## config.mk

```make
export PLATFORM = sky130hd
export DESIGN_NAME = pc_call_stack
export DESIGN_NICKNAME = d
export VERILOG_FILES = /design/src/rtl/pc_call_stack_pkg.sv /design/src/rtl/pc_call_stack_ret_stack.sv /design/src/rtl/pc_call_stack.sv
export SDC_FILE = /design/constraint.sdc
export NUM_CORES = 1
export LEC_CHECK = 0
export CORE_ASPECT_RATIO = 0.7
export CORE_MARGIN = 1.5
export CORE_UTILIZATION = 48
export CTS_CLUSTER_SIZE = 30
export DETAILED_ROUTE_END_ITERATION = 6
export PLACE_DENSITY = 0.74
export SYNTH_ARGS = -nofsm -noshare
export SYNTH_HDL_FRONTEND = slang
export SYNTH_SLANG_ARGS = --single-unit
```

## constraint.sdc

```tcl
create_clock -name clk -period 2.2 [get_ports clk]
set_clock_uncertainty 0.1 [all_clocks]
set_input_delay 0.44 -clock clk [delete_from_list [all_inputs] [get_ports clk]]
set_output_delay 0.44 -clock clk [all_outputs]
set_load 0.05 [all_outputs]
```

## src/rtl/pc_call_stack_pkg.sv

```systemverilog
// Shared definitions for the program counter with hardware call/return stack:
// default address width, mcu call/return opcodes and the command priority decode.
package pc_call_stack_pkg;

    localparam int INST_DEPTH = 8;
    localparam int PC_ADDR_W  = INST_DEPTH;

    localparam logic [3:0] MCU_CALL = 4'hC;
    localparam logic [3:0] MCU_RET  = 4'hD;

    typedef enum logic [2:0] {
        CMD_NONE  = 3'd0,
        CMD_COUNT = 3'd1,
        CMD_LOAD  = 3'd2,
        CMD_CALL  = 3'd3,
        CMD_RET   = 3'd4
    } pc_cmd_e;

    // Fixed priority ret > call > load > count; lower-priority requests are dropped.
    function automatic pc_cmd_e decode_cmd(
        input logic ret,
        input logic call,
        input logic load,
        input logic count
    );
        pc_cmd_e cmd;
        cmd = CMD_NONE;
        if (ret) begin
            cmd = CMD_RET;
        end else if (call) begin
            cmd = CMD_CALL;
        end else if (load) begin
            cmd = CMD_LOAD;
        end else if (count) begin
            cmd = CMD_COUNT;
        end
        return cmd;
    endfunction

endpackage

```

## src/rtl/pc_call_stack_ret_stack.sv

```systemverilog
// Return-address LIFO for pc_call_stack: storage array, occupancy pointer and
// sticky overflow/underflow flags. Entries are only ever read at sp-1.
module pc_ret_stack #(
    parameter int ADDR_W      = 8,
    parameter int STACK_DEPTH = 4,
    parameter int SP_W        = $clog2(STACK_DEPTH) + 1
) (
    input  logic              clk,
    input  logic              rst,
    input  logic              push,
    input  logic              pop,
    input  logic [ADDR_W-1:0] din,
    output logic [ADDR_W-1:0] dout,
    output logic [SP_W-1:0]   sp,
    output logic              full,
    output logic              empty,
    output logic              overflow,
    output logic              underflow
);

    localparam int IDX_W = $clog2(STACK_DEPTH);

    logic [ADDR_W-1:0] r_mem [STACK_DEPTH];
    logic [SP_W-1:0]   r_sp;
    logic              r_overflow;
    logic              r_underflow;

    logic [SP_W-1:0]   w_sp_dec;
    logic [IDX_W-1:0]  w_wr_idx;
    logic [IDX_W-1:0]  w_rd_idx;
    logic              w_full;
    logic              w_empty;

    assign w_full   = (r_sp == SP_W'(STACK_DEPTH));
    assign w_empty  = (r_sp == '0);
    assign w_sp_dec = r_sp - SP_W'(1);
    // Writes happen only when not full, so sp < STACK_DEPTH and fits the index width.
    assign w_wr_idx = r_sp[IDX_W-1:0];
    assign w_rd_idx = w_sp_dec[IDX_W-1:0];

    always_ff @(posedge clk) begin
        if (rst) begin
            r_sp        <= '0;
            r_overflow  <= 1'b0;
            r_underflow <= 1'b0;
        end else if (push) begin
            if (w_full) begin
                r_overflow <= 1'b1;
            end else begin
                r_sp <= r_sp + SP_W'(1);
            end
        end else if (pop) begin
            if (w_empty) begin
                r_underflow <= 1'b1;
            end else begin
                r_sp <= w_sp_dec;
            end
        end
    end

    // Storage carries no reset; a push while full is discarded so no entry is overwritten.
    always_ff @(posedge clk) begin
        if (!rst && push && !w_full) begin
            r_mem[w_wr_idx] <= din;
        end
    end

    assign dout      = r_mem[w_rd_idx];
    assign sp        = r_sp;
    assign full      = w_full;
    assign empty     = w_empty;
    assign overflow  = r_overflow;
    assign underflow = r_underflow;

endmodule

```

## src/rtl/pc_call_stack.sv

```systemverilog
// Program counter with count/load and a hardware CALL/RET return-address stack.
// Optional macro PC_REL_JUMP_EN adds port rel for PC-relative loads.
module pc_call_stack
    import pc_call_stack_pkg::*;
#(
    parameter int                ADDR_W      = PC_ADDR_W,
    parameter int                STACK_DEPTH = 4,
    parameter logic [ADDR_W-1:0] RESET_ADDR  = '0
) (
    input  logic                              clk,
    input  logic                              rst,
    input  logic                              count,
    input  logic                              load,
    input  logic                              call,
    input  logic                              ret,
`ifdef PC_REL_JUMP_EN
    input  logic                              rel,
`endif
    input  logic [ADDR_W-1:0]                 addr_in,
    output logic [ADDR_W-1:0]                 addr_out,
    output logic [$clog2(STACK_DEPTH):0]      sp,
    output logic                              full,
    output logic                              empty,
    output logic                              overflow,
    output logic                              underflow
);

    localparam int SP_W = $clog2(STACK_DEPTH) + 1;

    pc_cmd_e            w_cmd;
    logic [ADDR_W-1:0]  r_addr;
    logic [ADDR_W-1:0]  w_inc;
    logic [ADDR_W-1:0]  w_load_target;
    logic [ADDR_W-1:0]  w_stack_top;
    logic               w_push;
    logic               w_pop;
    logic               w_empty;

    assign w_cmd  = decode_cmd(ret, call, load, count);
    assign w_push = (w_cmd == CMD_CALL);
    assign w_pop  = (w_cmd == CMD_RET);
    assign w_inc  = r_addr + ADDR_W'(1);

`ifdef PC_REL_JUMP_EN
    logic signed [ADDR_W-1:0] w_rel_off;
    logic signed [ADDR_W-1:0] w_rel_sum;

    // Offset is already ADDR_W wide, so sign extension folds into the modular add.
    assign w_rel_off     = $signed(addr_in);
    assign w_rel_sum     = $signed(r_addr) + w_rel_off;
    assign w_load_target = rel ? $unsigned(w_rel_sum) : addr_in;
`else
    assign w_load_target = addr_in;
`endif

    pc_ret_stack #(
        .ADDR_W      (ADDR_W),
        .STACK_DEPTH (STACK_DEPTH),
        .SP_W        (SP_W)
    ) u_ret_stack (
        .clk       (clk),
        .rst       (rst),
        .push      (w_push),
        .pop       (w_pop),
        .din       (w_inc),
        .dout      (w_stack_top),
        .sp        (sp),
        .full      (full),
        .empty     (w_empty),
        .overflow  (overflow),
        .underflow (underflow)
    );

    always_ff @(posedge clk) begin
        if (rst) begin
            r_addr <= RESET_ADDR;
        end else begin
            case (w_cmd)
                CMD_RET: begin
                    if (!w_empty) begin
                        r_addr <= w_stack_top;
                    end
                end
                CMD_CALL:  r_addr <= addr_in;
                CMD_LOAD:  r_addr <= w_load_target;
                CMD_COUNT: r_addr <= w_inc;
                default:   r_addr <= r_addr;
            endcase
        end
    end

    assign addr_out = r_addr;
    assign empty    = w_empty;

endmodule
```

== Word-level counts from Yosys, hierarchy flattened ==
Memories as Yosys holds them, arrays and structs flattened.
Cells that the tools add are included.
Widths: inputs -> output; s select.

* Word-level logic and storage cells: 41
* Memories: 1
* Flip-flop bits (word level): 13
* RAM bits: 32

{| class="wikitable"
|+ Memories
! name !! depth !! bits a word !! read ports !! clocked after Yosys merged registers in !! wr ports !! RTL line !! RTL
|-
| u_ret_stack.r_mem || 4 || 8 || 1 || 0 || 1 || pc_call_stack_ret_stack.sv:23 || <nowiki>logic [ADDR_W-1:0] r_mem [STACK_DEPTH];</nowiki>
|}

* Bitwise logic cells: 1
* Add/subtract/negate cells: 3
* Multiplexer cells: 12
* Equal/unequal tests: 8
* Reduce and logical (&&, ||, !) cells: 12

{| class="wikitable"
|+ Operators by type and width
! cell !! count
|-
| $pmux 8 s3 || 1
|-
| $mux 3 || 5
|-
| $add 8x1->8 const B || 1
|-
| $mux 8 || 1
|-
| $eq 3x2->1 const B || 2
|-
| $eq 3x3->1 const B || 2
|-
| $reduce_and 3->1 || 2
|-
| $mux 2 || 2
|-
| $ne 2x2->1 const B || 2
|-
| $reduce_and 2->1 || 2
|-
| $add 3x1->3 const B || 1
|-
| $eq 3x1->1 const B || 1
|-
| $logic_not 3->1 || 1
|-
| $mux 1 || 3
|-
| $reduce_bool 3->1 || 1
|-
| $sub 3x1->3 const B || 1
|-
| $logic_and 1x1->1 || 2
|-
| $logic_not 1->1 || 2
|-
| $ne 2x1->1 const B || 1
|-
| $reduce_bool 2->1 || 1
|-
| $reduce_or 2->1 || 1
|-
| $not 1->1 || 1
|}

== Longest topological paths before layout ==
Gate-level depths: netlist of the first run.

* Depth in word-level cells: 9
* Mapped depth: 7
* Mapped depth without buffers: 6

== Cells and area by module ==
Synthesis of the first run repeated with hierarchy kept, for this count alone.

* Cell total of the unflattened synthesis: 174
* Area, all modules: 2242.2 µm²

{| class="wikitable"
|+ By module, submodules not included
! module !! sequential area each (µm²) !! times used !! cells an instance !! area an instance (µm²)
|-
| pc_ret_stack || 1061.0 || 1 || 89 || 1566.5
|-
| pc_call_stack || 160.2 || 1 || 85 || 675.6
|}

== Worst setup path after synthesis of the first run ==
Ideal clock, no wire load.

* Path type: reg2reg
* From: register u_ret_stack.r_sp[0] (netlist: u_ret_stack.sp[0])
* To: memory u_ret_stack.r_mem[0][0] (enable)
* Clock period less this slack: 3.085 ns
* Path slack: -0.885 ns
* Required time: 1.717 ns
* Stages on the path, launching flop included: 7
* Data arrival time: 2.602 ns
* Setup time: 0.383 ns
* Cells stage by stage: dfxtp_1 buf_2 inv_1 ha_1 and2_1 nand2b_1 nor3_1

* Cells in the longest elaborated chain, start to end: 5

{| class="wikitable"
|+ Ends and longest elaborated chain
! what !! RTL line !! RTL
|-
| from (decl) || pc_call_stack_ret_stack.sv:24 || <nowiki>logic [SP_W-1:0] r_sp;</nowiki>
|-
| from (signal assigned) || pc_call_stack_ret_stack.sv:50 || <nowiki>r_sp <= r_sp + SP_W'(1);</nowiki>
|-
| from (signal assigned) || pc_call_stack_ret_stack.sv:56 || <nowiki>r_sp <= w_sp_dec;</nowiki>
|-
| $eq 3x3->1 || pc_call_stack_ret_stack.sv:34 || <nowiki>assign w_full = (r_sp == SP_W'(STACK_DEPTH));</nowiki>
|-
| net full || pc_call_stack.sv:22 || <nowiki>output logic full,</nowiki>
|-
| $logic_not 1->1 || pc_call_stack_ret_stack.sv:63 || <nowiki>if (!rst && push && !w_full) begin</nowiki>
|-
| $logic_and 1x1->1 || pc_call_stack_ret_stack.sv:63 ||
|-
| $mux 1 || pc_call_stack_ret_stack.sv:63 ||
|-
| $mux 1 (implied by the code) || pc_call_stack_ret_stack.sv:64 || <nowiki>r_mem[w_wr_idx] <= din;</nowiki>
|-
| to (decl) || pc_call_stack_ret_stack.sv:23 ||
|}

The timed path passes the listed nets, and every way through them passes these cells.

== Worst setup path in the final report of the first run ==
* From: register r_addr[3] (netlist: addr_out[3])
* To: output port addr_out[3]

{| class="wikitable"
|+ RTL lines
! what !! RTL line !! RTL
|-
| from (decl) || pc_call_stack.sv:31 || <nowiki>logic [ADDR_W-1:0] r_addr;</nowiki>
|-
| from (signal assigned) || pc_call_stack.sv:81 || <nowiki>r_addr <= w_stack_top;</nowiki>
|-
| from (signal assigned) || pc_call_stack.sv:84 || <nowiki>CMD_CALL: r_addr <= addr_in;</nowiki>
|-
| from (signal assigned) || pc_call_stack.sv:85 || <nowiki>CMD_LOAD: r_addr <= w_load_target;</nowiki>
|-
| to (decl) || pc_call_stack.sv:20 || <nowiki>output logic [ADDR_W-1:0] addr_out,</nowiki>
|}

No word-level cell between the ends.

==> tab_implementation.tex, run 1 <==
\begin{tabular}{lr}
\hline
Metric & Value \\
\hline
\multicolumn{2}{l}{\textbf{GRT}} \\
\quad Number of global-route vias before repair & 1415 \\
\quad Global-route wire length before repair & 7376 um \\
\quad Number of antenna violations at the first check in global routing & 0 \\
\quad Total GRT Usage & 0.2154 \\
\quad Largest net degree at the start of global routing & 16 \\
\quad Grt total ovfl & 0 \\
\multicolumn{2}{l}{\textbf{STA}} \\
\quad Timing-limited maximum frequency & 0.4706 GHz \\
\quad Period minus WS final & 2.125 ns \\
\quad Fin crit share & 0.9659 \\
\quad Summed negative setup slack over all endpoints & 0 ns \\
\quad \# setup viols final & 0 \\
\quad Post-route worst hold slack & 0.3571 ns \\
\quad Final hold viol count & 0 \\
\quad Actual slew at the worst max-slew pin & 0.5530 ns \\
\quad Number of max-slew violations in the final report & 0 \\
\quad Final Worst Setup Slack & 0.07502 ns \\
\quad Normalized max-slew margin & 0.6301 \\
\quad Unrepaired setup endpoints after global routing & no \\
\multicolumn{2}{l}{\textbf{CTS}} \\
\quad Total number of H-tree levels & 2 \\
\quad Total clock buffers created by CTS & 5 \\
\quad TritonCTS Sinks & 45 \\
\quad Maximum count of clock buffers along a single path & 2 \\
\quad Cell chosen for the clock root & clkbuf\_8 \\
\quad CTS tree & yes \\
\quad Clock latency at the later pin of the worst-skew pair & 0.29 ns \\
\quad Clock-pin transition on the worst setup and hold timing paths & 0.08 ns \\
\multicolumn{2}{l}{\textbf{Logic synthesis}} \\
\quad Number of flops mapped to enable cells by yosys & 32 \\
\quad Post-Synthesis Mean Instance Area & 13.56 um\^{}2 \\
\quad Post-synthesis cell count & 154 \\
\quad Library cells used by synthesis & 39 \\
\quad Synthesis-stage register bit count & 45 \\
\quad Post-Synthesis Net Count & 174 \\
\quad Leading register cell type out of synthesis & edfxtp\_1 \\
\quad Seq/Total Area, Yosys & 0.5848 \\
\quad Post-synthesis instance area & 2088 um\^{}2 \\
\quad Post-synthesis async set-or-reset flop share & 0 \\
\quad Warning count from the yosys run & 0 \\
\multicolumn{2}{l}{\textbf{Detailed routing}} \\
\quad Pre-antenna DRT Iters & 4 \\
\quad Average vias per placed instance & 5.681 \\
\quad Sum of routed wire length over all layers & 4598 um \\
\quad WL per Instance & 18.10 um \\
\quad ANT nets after route & 0 \\
\quad Initial detailed-routing violation count & 97 \\
\quad Routed via count & 1443 \\
\quad DRC errors left & 0 \\
\multicolumn{2}{l}{\textbf{Placement}} \\
\quad Worst Setup Slack post-DPL & -0.01631 ns \\
\quad Detailed placement HPWL & 3537 um \\
\quad Quantity of I/O buffers inserted on ports & 28 \\
\quad Routability congestion estimate from global placement & 0.8914 \\
\quad Placement-stage cell area & 2591 um\^{}2 \\
\quad Total instance count after detailed placement & 246 \\
\multicolumn{2}{l}{\textbf{Outcome}} \\
\quad Outcome & complete, no violations \\
\multicolumn{2}{l}{\textbf{Final layout}} \\
\quad Highest-count cells in the layout ignoring fill and taps & edfxtp\_1, clkdlybuf4s50\_1, buf\_4 \\
\quad Final core utilization & 0.6641 \\
\quad Non-Filler Cell Area, Final & 2684 um\^{}2 \\
\quad Number of nets in the layout & 221 \\
\quad Area Growth Syn to Fin & 28.52\% \\
\quad Most common library cell in the layout ignoring fill and taps & edfxtp\_1 \\
\quad Number of inserted diodes & 0 \\
\quad Fraction of final layout cells sized beyond drive strength 1 & 0.2673 \\
\quad Post-route non-filler standard cell count & 254 \\
\quad Layout filler cell count & 289 \\
\multicolumn{2}{l}{\textbf{Worst setup path}} \\
\quad Critical Path Start Type & register \\
\quad Cell family with the largest share of critical-path delay & buffers and inverters \\
\quad Type of element capturing the critical path & output pin \\
\quad Delay of the slowest critical-path stage & 0.85 ns \\
\quad Crit Path Max Fanout & 6 \\
\quad Sequence of cells on the critical path & clkdlybuf4s50\_1 \\
\quad Worst Path Buf+Inv & 1 \\
\quad Crit path DAT & 1.58 ns \\
\quad Worst setup path category & register to output pin \\
\quad Cell type of the slowest stage on the worst timing path & clkdlybuf4s50\_1 \\
\quad Data required time at the worst endpoint & 1.66 ns \\
\multicolumn{2}{l}{\textbf{Die}} \\
\quad Standard cell core area & 4041 um\^{}2 \\
\quad DIE HEIGHT & 58.19 um \\
\quad Starting utilization of the core area & 0.5167 \\
\quad Site Rows & 19 \\
\quad Die width & 81.84 um \\
\quad Total I/O pin count & 29 \\
\quad Total Die Area & 4762 um\^{}2 \\
\multicolumn{2}{l}{\textbf{Flow run}} \\
\quad Number of maximum-capacitance constraint violations & 0 \\
\multicolumn{2}{l}{\textbf{Pwr}} \\
\quad Reported leakage power & 0.9654 nW \\
\quad Total power per unit cell area & 1318 nW/um\^{}2 \\
\quad Total power & 3.537 mW \\
\quad Worst supply voltage drop on vdd & 0.0008411 V \\
\multicolumn{2}{l}{\textbf{Hold path}} \\
\quad Hold Crit Class & register to register \\
\hline
\end{tabular}
==> cells in the mapped netlist, drive strengths merged (2+ instances only) <==
cell,count,area share
clkbuf,3,0.0054
a221oi,7,0.032
nand2,7,0.013
buf,2,0.0078
mux4,8,0.086
o21a,3,0.011
edfxtp,32,0.46
a21oi,5,0.012
o31ai,2,0.014
and2,4,0.012
dfxtp,13,0.12
nor2,13,0.025
nor3,4,0.0096
xnor2,4,0.017
a22oi,2,0.0072
or2,4,0.013
nand3,4,0.0096
a211oi,8,0.029
inv,6,0.011
ha,6,0.036
o21ai,4,0.0096
==> routing by layer <==
metal | track usage | vias up | part of all wire
met5 | 0 | - | 0
met4 | 0.05569 | 0 | 0.0050
met3 | 0.05354 | 2 | 0.068
met2 | 0.2822 | 45 | 0.42
met1 | 0.3529 | 707 | 0.51
li1 | - | 689 | -
==> logic make-up after synthesis <==
group,count (synthesis),share of synthesized area
simple gates,43,0.1133
flops,45,0.5848
xor+xnor,5,0.02097
compound gates,36,0.1348
mux,8,0.08628
fa+ha+maj,6,0.03595
buf+inv,11,0.02396
==> path summary, 6_finish.rpt <==
kind                         startpoint               endpoint  slack (ns)  cells past startpoint
hold reg to reg   u_ret_stack.underflow  u_ret_stack.underflow        0.36                      2
setup / recovery            addr_out[3]            addr_out[3]        0.08                      1
setup reg to reg      u_ret_stack.sp[0]            addr_out[7]        0.19                      5
hold / removal    u_ret_stack.underflow  u_ret_stack.underflow        0.36                      2
==> state kept, by name, summed over array words and instances, names as in the netlist <==
name / cells
addr_out: 8
u_ret_stack.r_mem: 32
u_ret_stack.underflow: 1
u_ret_stack.overflow: 1
u_ret_stack.sp: 3
==> report_power, final <==
part | total [mW] | internal [mW] | leakage [nW] | switching [mW]
logic | 1.81 | 0.761 | 0.517 | 1.05
registers | 1.22 | 1.11 | 0.401 | 0.106
clock network | 0.507 | 0.225 | 0.0481 | 0.282
==> layout make-up <==
class	instances	area, um^2	share of cell area
clock inverters	3	22.52	0.008392
inverters	6	22.52	0.008392
well taps	52	65.06	0.02424
flip-flops and latches	45	1226	0.4569
multi-input cells	98	837.1	0.3119
clock buffers	5	68.82	0.02564
repair buffers	45	441.7	0.1646
==> repair_timing <==
action | 4_1_cts | 5_1_grt
resized for setup | 1 | 1
endpoints found under the setup margin | 1 | 1
setup buffers | 0 | 0
hold buffers | 0 | 0
Power figures use the tool's default switching activity.
==> run 2: changes to the inputs <==
--- a/config.mk
+++ b/config.mk
@@ -7,7 +7,7 @@
 export LEC_CHECK = 0
 export CORE_ASPECT_RATIO = 0.7
 export CORE_MARGIN = 1.5
-export CORE_UTILIZATION = 48
+export CORE_UTILIZATION = 50
 export CTS_CLUSTER_SIZE = 30
 export DETAILED_ROUTE_END_ITERATION = 6
 export PLACE_DENSITY = 0.74
==> constraint.sdc (replaced) <==
create_clock -name clk -period 2.1 [get_ports clk]
set_clock_uncertainty 0.1 [all_clocks]
set_input_delay 0.42 -clock clk [delete_from_list [all_inputs] [get_ports clk]]
set_output_delay 0.42 -clock clk [all_outputs]
set_load 0.05 [all_outputs]
==> tab_implementation.tex, run 2 (synthesis results as in run 1) <==
\begin{tabular}{lr}
\hline
Metric & Value \\
\hline
\multicolumn{2}{l}{\textbf{CTS}} \\
\quad Number of buffers inserted by post-CTS setup repair & 0 \\
\quad Cell chosen for the clock root & clkbuf\_8 \\
\quad Clock-pin transition on the worst setup and hold timing paths & 0.08 ns \\
\quad Maximum count of clock buffers along a single path & 2 \\
\quad TritonCTS Sinks & 45 \\
\quad Total number of H-tree levels & 2 \\
\quad Clock latency at the later pin of the worst-skew pair & 0.30 ns \\
\quad CTS tree & yes \\
\quad Total clock buffers created by CTS & 5 \\
\multicolumn{2}{l}{\textbf{Outcome}} \\
\quad Outcome & complete, no violations \\
\multicolumn{2}{l}{\textbf{Final layout}} \\
\quad Fraction of final layout cells sized beyond drive strength 1 & 0.3000 \\
\quad Register bank with the most flops & u\_ret\_stack.r\_mem \\
\quad Number of nets in the layout & 219 \\
\quad Layout filler cell count & 289 \\
\quad Flip-flop count of the largest register, all copies and words added & 32 \\
\quad Highest-count cells in the layout ignoring fill and taps & edfxtp\_1, buf\_4, clkdlybuf4s50\_1 \\
\quad Number of inserted diodes & 0 \\
\quad Most common library cell in the layout ignoring fill and taps & edfxtp\_1 \\
\quad Final core utilization & 0.6738 \\
\quad Area Growth Syn to Fin & 28.10\% \\
\quad Non-Filler Cell Area, Final & 2675 um\^{}2 \\
\multicolumn{2}{l}{\textbf{STA}} \\
\quad Timing-limited maximum frequency & 0.4890 GHz \\
\quad Period minus WS final & 2.045 ns \\
\quad \# setup viols final & 0 \\
\quad Final hold viol count & 0 \\
\quad Normalized max-slew margin & 0.6625 \\
\quad Unrepaired setup endpoints after global routing & no \\
\quad Summed negative setup slack over all endpoints & 0 ns \\
\quad Final Worst Setup Slack & 0.05520 ns \\
\quad Actual slew at the worst max-slew pin & 0.5055 ns \\
\quad Number of max-slew violations in the final report & 0 \\
\quad Fin crit share & 0.9737 \\
\quad Post-route worst hold slack & 0.3723 ns \\
\multicolumn{2}{l}{\textbf{Die}} \\
\quad Die width & 80.24 um \\
\quad Total I/O pin count & 29 \\
\quad DIE HEIGHT & 57.07 um \\
\quad Total Die Area & 4579 um\^{}2 \\
\quad Standard cell core area & 3970 um\^{}2 \\
\quad Site Rows & 19 \\
\quad Starting utilization of the core area & 0.5260 \\
\multicolumn{2}{l}{\textbf{GRT}} \\
\quad Number of antenna violations at the first check in global routing & 0 \\
\quad Grt total ovfl & 0 \\
\quad Total GRT Usage & 0.2344 \\
\quad Largest net degree at the start of global routing & 16 \\
\quad Global-route wire length before repair & 7583 um \\
\quad Number of global-route vias before repair & 1429 \\
\multicolumn{2}{l}{\textbf{Flow run}} \\
\quad Number of maximum-capacitance constraint violations & 0 \\
\multicolumn{2}{l}{\textbf{Worst setup path}} \\
\quad Delay of the slowest critical-path stage & 0.82 ns \\
\quad Cell family with the largest share of critical-path delay & buffers and inverters \\
\quad Worst Path Buf+Inv & 1 \\
\quad Data required time at the worst endpoint & 1.58 ns \\
\quad Crit path DAT & 1.52 ns \\
\quad Cell type of the slowest stage on the worst timing path & clkdlybuf4s50\_1 \\
\quad Worst setup path category & register to output pin \\
\quad Sequence of cells on the critical path & clkdlybuf4s50\_1 \\
\quad Crit Path Max Fanout & 5 \\
\quad Critical Path Start Type & register \\
\quad Reg-to-reg slack, setup & 0.20 ns \\
\quad Type of element capturing the critical path & output pin \\
\multicolumn{2}{l}{\textbf{Pwr}} \\
\quad Worst supply voltage drop on vdd & 0.0009558 V \\
\quad Reported leakage power & 0.9820 nW \\
\quad Total power per unit cell area & 1398 nW/um\^{}2 \\
\multicolumn{2}{l}{\textbf{Placement}} \\
\quad Quantity of I/O buffers inserted on ports & 28 \\
\quad Worst Setup Slack post-DPL & -0.1146 ns \\
\quad Detailed placement HPWL & 3625 um \\
\quad Placement-stage cell area & 2571 um\^{}2 \\
\quad Routability congestion estimate from global placement & 0.8474 \\
\multicolumn{2}{l}{\textbf{Detailed routing}} \\
\quad Sum of routed wire length over all layers & 4821 um \\
\quad DRC errors left & 0 \\
\quad ANT nets after route & 0 \\
\quad WL per Instance & 19.13 um \\
\quad Routed via count & 1458 \\
\quad Initial detailed-routing violation count & 80 \\
\quad Average vias per placed instance & 5.786 \\
\quad Pre-antenna DRT Iters & 4 \\
\multicolumn{2}{l}{\textbf{Hold path}} \\
\quad Hold Crit Class & register to register \\
\hline
\end{tabular}
==> run 2: final cells by class <==
class,count,area [um^2],share of cell area
Sequential cell,45,1226,0.4584
Multi-Input combinational cell,98,847.1,0.3167
Timing Repair Buffer,43,414.1,0.1548
Clock buffer,6,82.58,0.03087
Tap cell,52,65.06,0.02432
Inverter,6,22.52,0.008419
Clock inverter,2,17.52,0.006548
==> run 2: worst paths after layout <==
path / depth (start not counted) / start / endpoint
setup / recovery: 1 / addr_out[6] / addr_out[6]
hold / removal: 2 / u_ret_stack.underflow / u_ret_stack.underflow
setup reg to reg: 5 / u_ret_stack.sp[0] / addr_out[5]
hold reg to reg: 2 / u_ret_stack.underflow / u_ret_stack.underflow
==> run 2: what timing repair did <==
action	in CTS	in global routing
setup endpoints to repair	1	2
hold buffers	0	0
pin swaps	0	0
resized for setup	1	2
==> run 2: power breakdown <==
part	internal [mW]	switching, mW	total [mW]
registers	1.17	0.126	1.29
logic	0.774	1.09	1.87
clock network	0.273	0.305	0.578
total	2.21	1.53	3.74
==> run 2: stage by stage <==
step                cells  power (mW)
detailed placement    244       3.176
global placement      244       3.127
CTS                   252       3.747
finish                252       3.740
global route          252       3.930
floorplan             154       2.548
==> run 2: routing by layer <==
| layer | GRT usage | up-vias | routed length [um] |
|---|---|---|---|
| li1 | - | 681 | - |
| met1 | 0.3533 | 720 | 2393 |
| met2 | 0.3373 | 52 | 2130 |
| met3 | 0.04800 | 5 | 237 |
| met4 | 0.08867 | 0 | 59 |
| met5 | 0 | - | 0 |
